## config.mk

```make
export PLATFORM = sky130hd
export DESIGN_NAME = led_sequencer_ctrl
export DESIGN_NICKNAME = d
export VERILOG_FILES = /design/src/rtl/led_ctrl_pkg.sv /design/src/rtl/led_sequencer_ctrl_btn_debounce.sv /design/src/rtl/led_sequencer_ctrl.sv
export SDC_FILE = /design/constraint.sdc
export NUM_CORES = 1
export LEC_CHECK = 0
export ABC_AREA = 1
export CORE_ASPECT_RATIO = 1.2
export CORE_UTILIZATION = 50
export CTS_BUF_LIST = sky130_fd_sc_hd__clkbuf_16
export DETAILED_ROUTE_END_ITERATION = 8
export PLACE_DENSITY = 0.65
export REMOVE_ABC_BUFFERS = 1
export SYNTH_ARGS = -nofsm -noshare
export SYNTH_HDL_FRONTEND = slang
export SYNTH_SLANG_ARGS = --single-unit
```

## constraint.sdc

```tcl
create_clock -name CLK_3p33MHZ -period 2 [get_ports CLK_3p33MHZ]
set_input_delay 0.4 -clock CLK_3p33MHZ [delete_from_list [all_inputs] [get_ports CLK_3p33MHZ]]
set_output_delay 0.4 -clock CLK_3p33MHZ [all_outputs]
set_load 0.005 [all_outputs]
```

## src/rtl/led_ctrl_pkg.sv

```systemverilog
// Shared mode encodings, pattern constants and step-period helper for the
// LED sequencer.
package led_ctrl_pkg;

  typedef enum logic [1:0] {
    ROT_LEFT  = 2'd0,
    ROT_RIGHT = 2'd1,
    BOUNCE    = 2'd2,
    BLINK     = 2'd3
  } mode_e;

  localparam logic [3:0] PATTERN_RESET = 4'b0001;
  localparam logic [3:0] PATTERN_BLINK = 4'b1111;

  // Base ticks per pattern step: 32/16/8/4 for speed 0..3.
  function automatic logic [5:0] step_period(input logic [1:0] speed);
    step_period = 6'd32 >> speed;
  endfunction

  function automatic logic [3:0] mode_reload(input mode_e mode);
    mode_reload = (mode == BLINK) ? PATTERN_BLINK : PATTERN_RESET;
  endfunction

endpackage

```

## src/rtl/led_sequencer_ctrl_btn_debounce.sv

```systemverilog
// Button conditioning: 2-FF synchroniser, tick-gated debounce and a one-clock
// press pulse on an accepted rising level.
module btn_debounce #(
  parameter int DEBOUNCE_TICKS = 8
) (
  input  logic i_clk,
  input  logic i_rst_n,
  input  logic i_tick,
  input  logic i_btn,
  output logic o_press
);

  localparam int CW = $clog2(DEBOUNCE_TICKS) + 1;
  localparam logic [CW-1:0] CNT_LAST = CW'(DEBOUNCE_TICKS - 1);
  localparam logic [CW-1:0] CNT_ONE  = CW'(1);

  logic          r_sync_meta;
  logic          r_sync;
  logic          r_level;
  logic [CW-1:0] r_cnt;
  logic          r_press;

  // Synchronise every clock; debounce only on base ticks.
  always_ff @(posedge i_clk) begin
    if (!i_rst_n) begin
      r_sync_meta <= 1'b0;
      r_sync      <= 1'b0;
      r_level     <= 1'b0;
      r_cnt       <= '0;
      r_press     <= 1'b0;
    end else begin
      r_sync_meta <= i_btn;
      r_sync      <= r_sync_meta;
      r_press     <= 1'b0;
      if (i_tick) begin
        if (r_sync == r_level) begin
          r_cnt <= '0;
        end else if (r_cnt == CNT_LAST) begin
          r_level <= r_sync;
          r_cnt   <= '0;
          r_press <= r_sync;
        end else begin
          r_cnt <= r_cnt + CNT_ONE;
        end
      end
    end
  end

  assign o_press = r_press;

endmodule

```

## src/rtl/led_sequencer_ctrl.sv

```systemverilog
// LED sequencer top: base tick generator, two debounced buttons, step
// scheduler and the display-mode FSM driving the 4-LED pattern.
module led_sequencer_ctrl
  import led_ctrl_pkg::*;
#(
  parameter int TICK_DIV       = 8333,
  parameter int DEBOUNCE_TICKS = 8
) (
  input  logic       CLK_3p33MHZ,
  input  logic       RESET_N,
  input  logic       BTN_MODE,
  input  logic       BTN_SPEED,
  output logic       LED2,
  output logic       LED3,
  output logic       LED4,
  output logic       LED5,
  output logic [1:0] MODE,
  output logic [1:0] SPEED
);

  localparam logic [21:0] TICK_LAST = 22'(TICK_DIV - 1);

  logic [21:0] r_tick_cnt;
  logic        r_tick;
  logic [4:0]  r_step_cnt;
  logic [3:0]  r_pattern;
  mode_e       r_mode;
  logic [1:0]  r_speed;
  logic        r_dir_left;

  logic        w_mode_press;
  logic        w_speed_press;
  logic        w_step_last;
  mode_e       w_mode_next;
  logic [3:0]  w_step_pattern;
  logic        w_bounce_flip;

  btn_debounce #(.DEBOUNCE_TICKS(DEBOUNCE_TICKS)) u_btn_mode (
    .i_clk   (CLK_3p33MHZ),
    .i_rst_n (RESET_N),
    .i_tick  (r_tick),
    .i_btn   (BTN_MODE),
    .o_press (w_mode_press)
  );

  btn_debounce #(.DEBOUNCE_TICKS(DEBOUNCE_TICKS)) u_btn_speed (
    .i_clk   (CLK_3p33MHZ),
    .i_rst_n (RESET_N),
    .i_tick  (r_tick),
    .i_btn   (BTN_SPEED),
    .o_press (w_speed_press)
  );

  // Base tick: one registered pulse every TICK_DIV clocks.
  always_ff @(posedge CLK_3p33MHZ) begin
    if (!RESET_N) begin
      r_tick_cnt <= 22'd0;
      r_tick     <= 1'b0;
    end else if (r_tick_cnt == TICK_LAST) begin
      r_tick_cnt <= 22'd0;
      r_tick     <= 1'b1;
    end else begin
      r_tick_cnt <= r_tick_cnt + 22'd1;
      r_tick     <= 1'b0;
    end
  end

  assign w_step_last = ({1'b0, r_step_cnt} == (step_period(r_speed) - 6'd1));
  assign w_mode_next = mode_e'(r_mode + 2'd1);

  // Next pattern for a scheduled step in the current mode.
  always_comb begin
    w_step_pattern = r_pattern;
    w_bounce_flip  = 1'b0;
    case (r_mode)
      ROT_LEFT:  w_step_pattern = {r_pattern[2:0], r_pattern[3]};
      ROT_RIGHT: w_step_pattern = {r_pattern[0], r_pattern[3:1]};
      BOUNCE: begin
        if (r_dir_left) begin
          if (r_pattern == 4'b1000) begin
            w_bounce_flip  = 1'b1;
            w_step_pattern = 4'b0100;
          end else begin
            w_step_pattern = {r_pattern[2:0], 1'b0};
          end
        end else begin
          if (r_pattern == 4'b0001) begin
            w_bounce_flip  = 1'b1;
            w_step_pattern = 4'b0010;
          end else begin
            w_step_pattern = {1'b0, r_pattern[3:1]};
          end
        end
      end
      BLINK:     w_step_pattern = ~r_pattern;
      default:   w_step_pattern = r_pattern;
    endcase
  end

  // Mode/speed FSM; a button press always wins over a step due this cycle.
  always_ff @(posedge CLK_3p33MHZ) begin
    if (!RESET_N) begin
      r_step_cnt <= 5'd0;
      r_pattern  <= PATTERN_RESET;
      r_mode     <= ROT_LEFT;
      r_speed    <= 2'd0;
      r_dir_left <= 1'b1;
    end else if (w_mode_press || w_speed_press) begin
      r_step_cnt <= 5'd0;
      if (w_mode_press) begin
        r_mode     <= w_mode_next;
        r_pattern  <= mode_reload(w_mode_next);
        r_dir_left <= 1'b1;
      end else begin
        r_mode <= r_mode;
      end
      if (w_speed_press) begin
        r_speed <= r_speed + 2'd1;
      end else begin
        r_speed <= r_speed;
      end
    end else if (r_tick) begin
      if (w_step_last) begin
        r_step_cnt <= 5'd0;
        r_pattern  <= w_step_pattern;
        if (w_bounce_flip) begin
          r_dir_left <= ~r_dir_left;
        end else begin
          r_dir_left <= r_dir_left;
        end
      end else begin
        r_step_cnt <= r_step_cnt + 5'd1;
      end
    end else begin
      r_step_cnt <= r_step_cnt;
    end
  end

  assign LED2  = r_pattern[3];
  assign LED3  = r_pattern[2];
  assign LED4  = r_pattern[1];
  assign LED5  = r_pattern[0];
  assign MODE  = r_mode;
  assign SPEED = r_speed;

endmodule

```

==> run_results.csv <==
group,metric,value,unit
setup_path,critical_path_depth,1,
setup_path,rr_startpoint,"r_tick_cnt[0]",
yosys,synthesis.instances,416,
grt,grt-ovfl-total,0,
setup_path,regToRegSetupSlack,310,ps
cells_and_area,post-route-cell-area,3190,um^2
clock_tree,numCtsBuffers,5,
timing,final_max_slew_viol_count,0,
detailed_routing,dr.first_iter.drc_count,138,
clock_tree,max-clock-path-buffers,2,
timing,fin_setup_tns,0,ps
pwr,irDropWorstVdd,0.451,mV
floorplan,die_height,84.8,um
yosys,yosys_warnings,0,
pwr,p_switching,427,uW
timing,timing.hold.ws,420,ps
floorplan,floorplan.core_area,5410,um^2
placement,post-place-cells,487,
cells_and_area,finalNetCount,448,
pwr,pwr-share-comb,2.6,%
timing,final.setup.worst_slack,286,ps
setup_path,worstSetupStartpoint,"r_pattern[2]",
clock_tree,post_cts_resize_count,0,
grt,grt_pass1_vias,2420,
yosys,yosys.cell_count.top_type,"nand2_1",
yosys,ys_seq_elements,53,
detailed_routing,wirelength,5.72,mm
floorplan,starting_density_of_the_core,52.8,%
clock_tree,insertion_delay,290,ps
timing,maximum_achievable_frequency,583,MHz
setup_path,worstPathRequired,1600,ps
pwr,post-layout-total-power,1.98,mW
placement,numPortBuffers,11,
timing,hold_viol,0,
cells_and_area,multi_input_comb_area,1530,um^2
floorplan,die_area,6020,um^2
pwr,internal_power,1.56,mW
yosys,synth-edff-count,0,
timing,setup_repair_after_global_routing_missed_its_margin,"false",
run,timing.max_cap.violations,0,
pwr,pwr-share-seq,54.1,%
timing,min_period_over_period,85.7,%
yosys,synthFlopType,"dfxtp_1",
pwr,cellLeakagePower,1.30,nW
detailed_routing,firstDrtPassIters,6,
clock_tree,numClockSinks,53,
yosys,avgSynthCellArea,6.87,um^2
setup_path,crit_family,"buffers and inverters",
floorplan,floorplan.rows,29,
detailed_routing,drc_errors,0,
setup_path,timing.critical_path.to_type,"primary output",
clock_tree,clk_root_buffer_cell,"clkbuf_16",
setup_path,crit_path_top_delay_cell,"clkdlybuf4s50_1",
placement,dpl-instance-area,3040,um^2
detailed_routing,routedWlPerCell,11.5,um
yosys,synth_cell_type_count,34,
detailed_routing,vias_after_detailed_routing,2530,
clock_tree,tritoncts,"yes",
cells_and_area,utilization,59.1,%
clock_tree,cts_hold_buffers,0,
setup_path,crit_path_max_fanout,7,
grt,grt_pass1_wl,10.3,mm
placement,dp_hpwl,4.46,mm
setup_path,worstReg2RegEnd,"r_tick_cnt[16]",
detailed_routing,post_drt_via_cell_ratio,5.11,
placement,preCtsSetupSlack,268,ps
setup_path,path_cells,"clkdlybuf4s50_1",
setup_path,cp.buffers_inverters,1,
cells_and_area,fin_cells,495,
worst_hold_path,whs_path_depth,2,
timing,max_slew_margin,79.3,%
cells_and_area,areaGrowthSynthToFinish,11.8,%
grt,grt.total_usage,21.3,%
floorplan,pin_count,12,
floorplan,fp.dieW,71,um
cells_and_area,seqCellArea,1060,um^2
timing,finClkSkew,5.62,ps
clock_tree,path_clk_slew,70,ps
clock_tree,ctsHtreeMaxLevel,2,
yosys,async_reset_ff_share,0,%
setup_path,max_stage_delay,560,ps
pwr,p_clk_share,43.3,%
cells_and_area,antenna_cells_inserted,0,
setup_path,cp.arrival,1310,ps
pwr,p_sw_share,21.5,%
setup_path,critical_path_class,"reg2out",
setup_path,worstSetupStartpointType,"register",
yosys,synth_area_leader,"dfxtp_1",
yosys,post_synthesis_cell_area,2860,um^2
detailed_routing,postRouteAntennaNets,0,
grt,grt_max_degree,22,
timing,period_minus_slack,1710,ps
clock_tree,postCtsSetupRepairBufs,0,
timing,report.final.setup_viol,0,
cells_and_area,share_of_layout_cells_above_drive_strength_1,9.01,%
placement,finalWeightedCongestion,0.861,
timing,worst_slew_pin_slew,310,ps
cells_and_area,layout.filler_cells,523,
setup_path,endpoint,"LED3",
yosys,synth_largest_type_area_fraction,37.1,%
yosys,post_synth_most_frequent_cells,"101 x nand2_1, 53 x dfxtp_1, 53 x inv_1",
yosys,synth_sequential_area_ratio,37.1,%
yosys,post_synth_main_area_contributors,"dfxtp_1 37%, nand2_1 13%, inv_1 7.0%",
grt,antenna_found_initial,0,
run_status,status,"completed",
setup_path,reg2regPathDepth,8,
pwr,power_per_cell_area,621,nW/um^2
worst_hold_path,min_path_type,"reg2reg",
[placed cells by master (no fill, tap or decap), drive strengths merged, types with 4 or more instances in the layout]
cell type	n
nor3	14
o21ai	15
nand4	12
a21oi	29
nor2	54
nand3	32
xor2	8
inv	62
buf	4
dfxtp	53
clkdlybuf4s50	11
ha	12
clkbuf	5
nand2	104
[power groups by stage]
stage | registers (mW) | logic, mW | clock network [mW]
finish | 1.07 | 0.0525 | 0.858
global route | 1.07 | 0.0613 | 0.934
CTS | 1.07 | 0.0532 | 0.886
detailed placement | 1.10 | 0.0531 | 0
global placement | 1.10 | 0.0514 | 0
floorplan | 1.09 | 0.0291 | 0
[registers in the layout, summed over array words and instances (netlist names), 2 cells and up]
register           flops
r_tick_cnt            22
SPEED                  2
u_btn_mode.r_cnt       4
MODE                   2
u_btn_speed.r_cnt      4
r_pattern              4
r_step_cnt             5
[worst min-delay path by stage]
stage	start	to	slack (ps)
after floorplan	u_btn_mode.r_sync_meta	u_btn_mode.r_sync	390
after global placement	u_btn_speed.r_sync_meta	u_btn_speed.r_sync	390
after detailed placement	u_btn_speed.r_sync_meta	u_btn_speed.r_sync	400
after CTS	u_btn_mode.r_sync_meta	u_btn_mode.r_sync	420
after global routing	u_btn_mode.r_sync_meta	u_btn_mode.r_sync	470
final	u_btn_speed.r_sync_meta	u_btn_speed.r_sync	420
[logic make-up (layout without fill, tap and decap cells)]
kind of cell | Yosys count | in the layout | share of synthesized area, %
adder cells (fa/ha/maj) | 12 | 12 | 5.26
multiplexers | 1 | 1 | 0.350
flip-flops | 53 | 53 | 37.1
AO/OA/AOI/OAI | 49 | 49 | 9.33
buffers and inverters | 68 | 85 | 9.29
AND/OR/NAND/NOR | 222 | 222 | 35.3
XOR/XNOR | 11 | 11 | 3.37
[routing by layer]
| metal | GRT usage [%] | routed length (um) | up-vias |
|---|---|---|---|
| met5 | 0 | 0 | - |
| met4 | 8.73 | 148 | 0 |
| met3 | 3.84 | 126 | 13 |
| met2 | 37.8 | 2730 | 28 |
| met1 | 25.2 | 2710 | 1122 |
| li1 | - | - | 1367 |
[cell type report]
type,instances,share of cell area (%)
well taps,62,2.43
repair buffers,15,4.39
inverters,62,7.29
flip-flops and latches,53,33.2
multi-input cells,295,47.9
clock inverters,3,0.823
clock buffers,5,3.92
No activity file was read; power rests on OpenSTA's default activity.
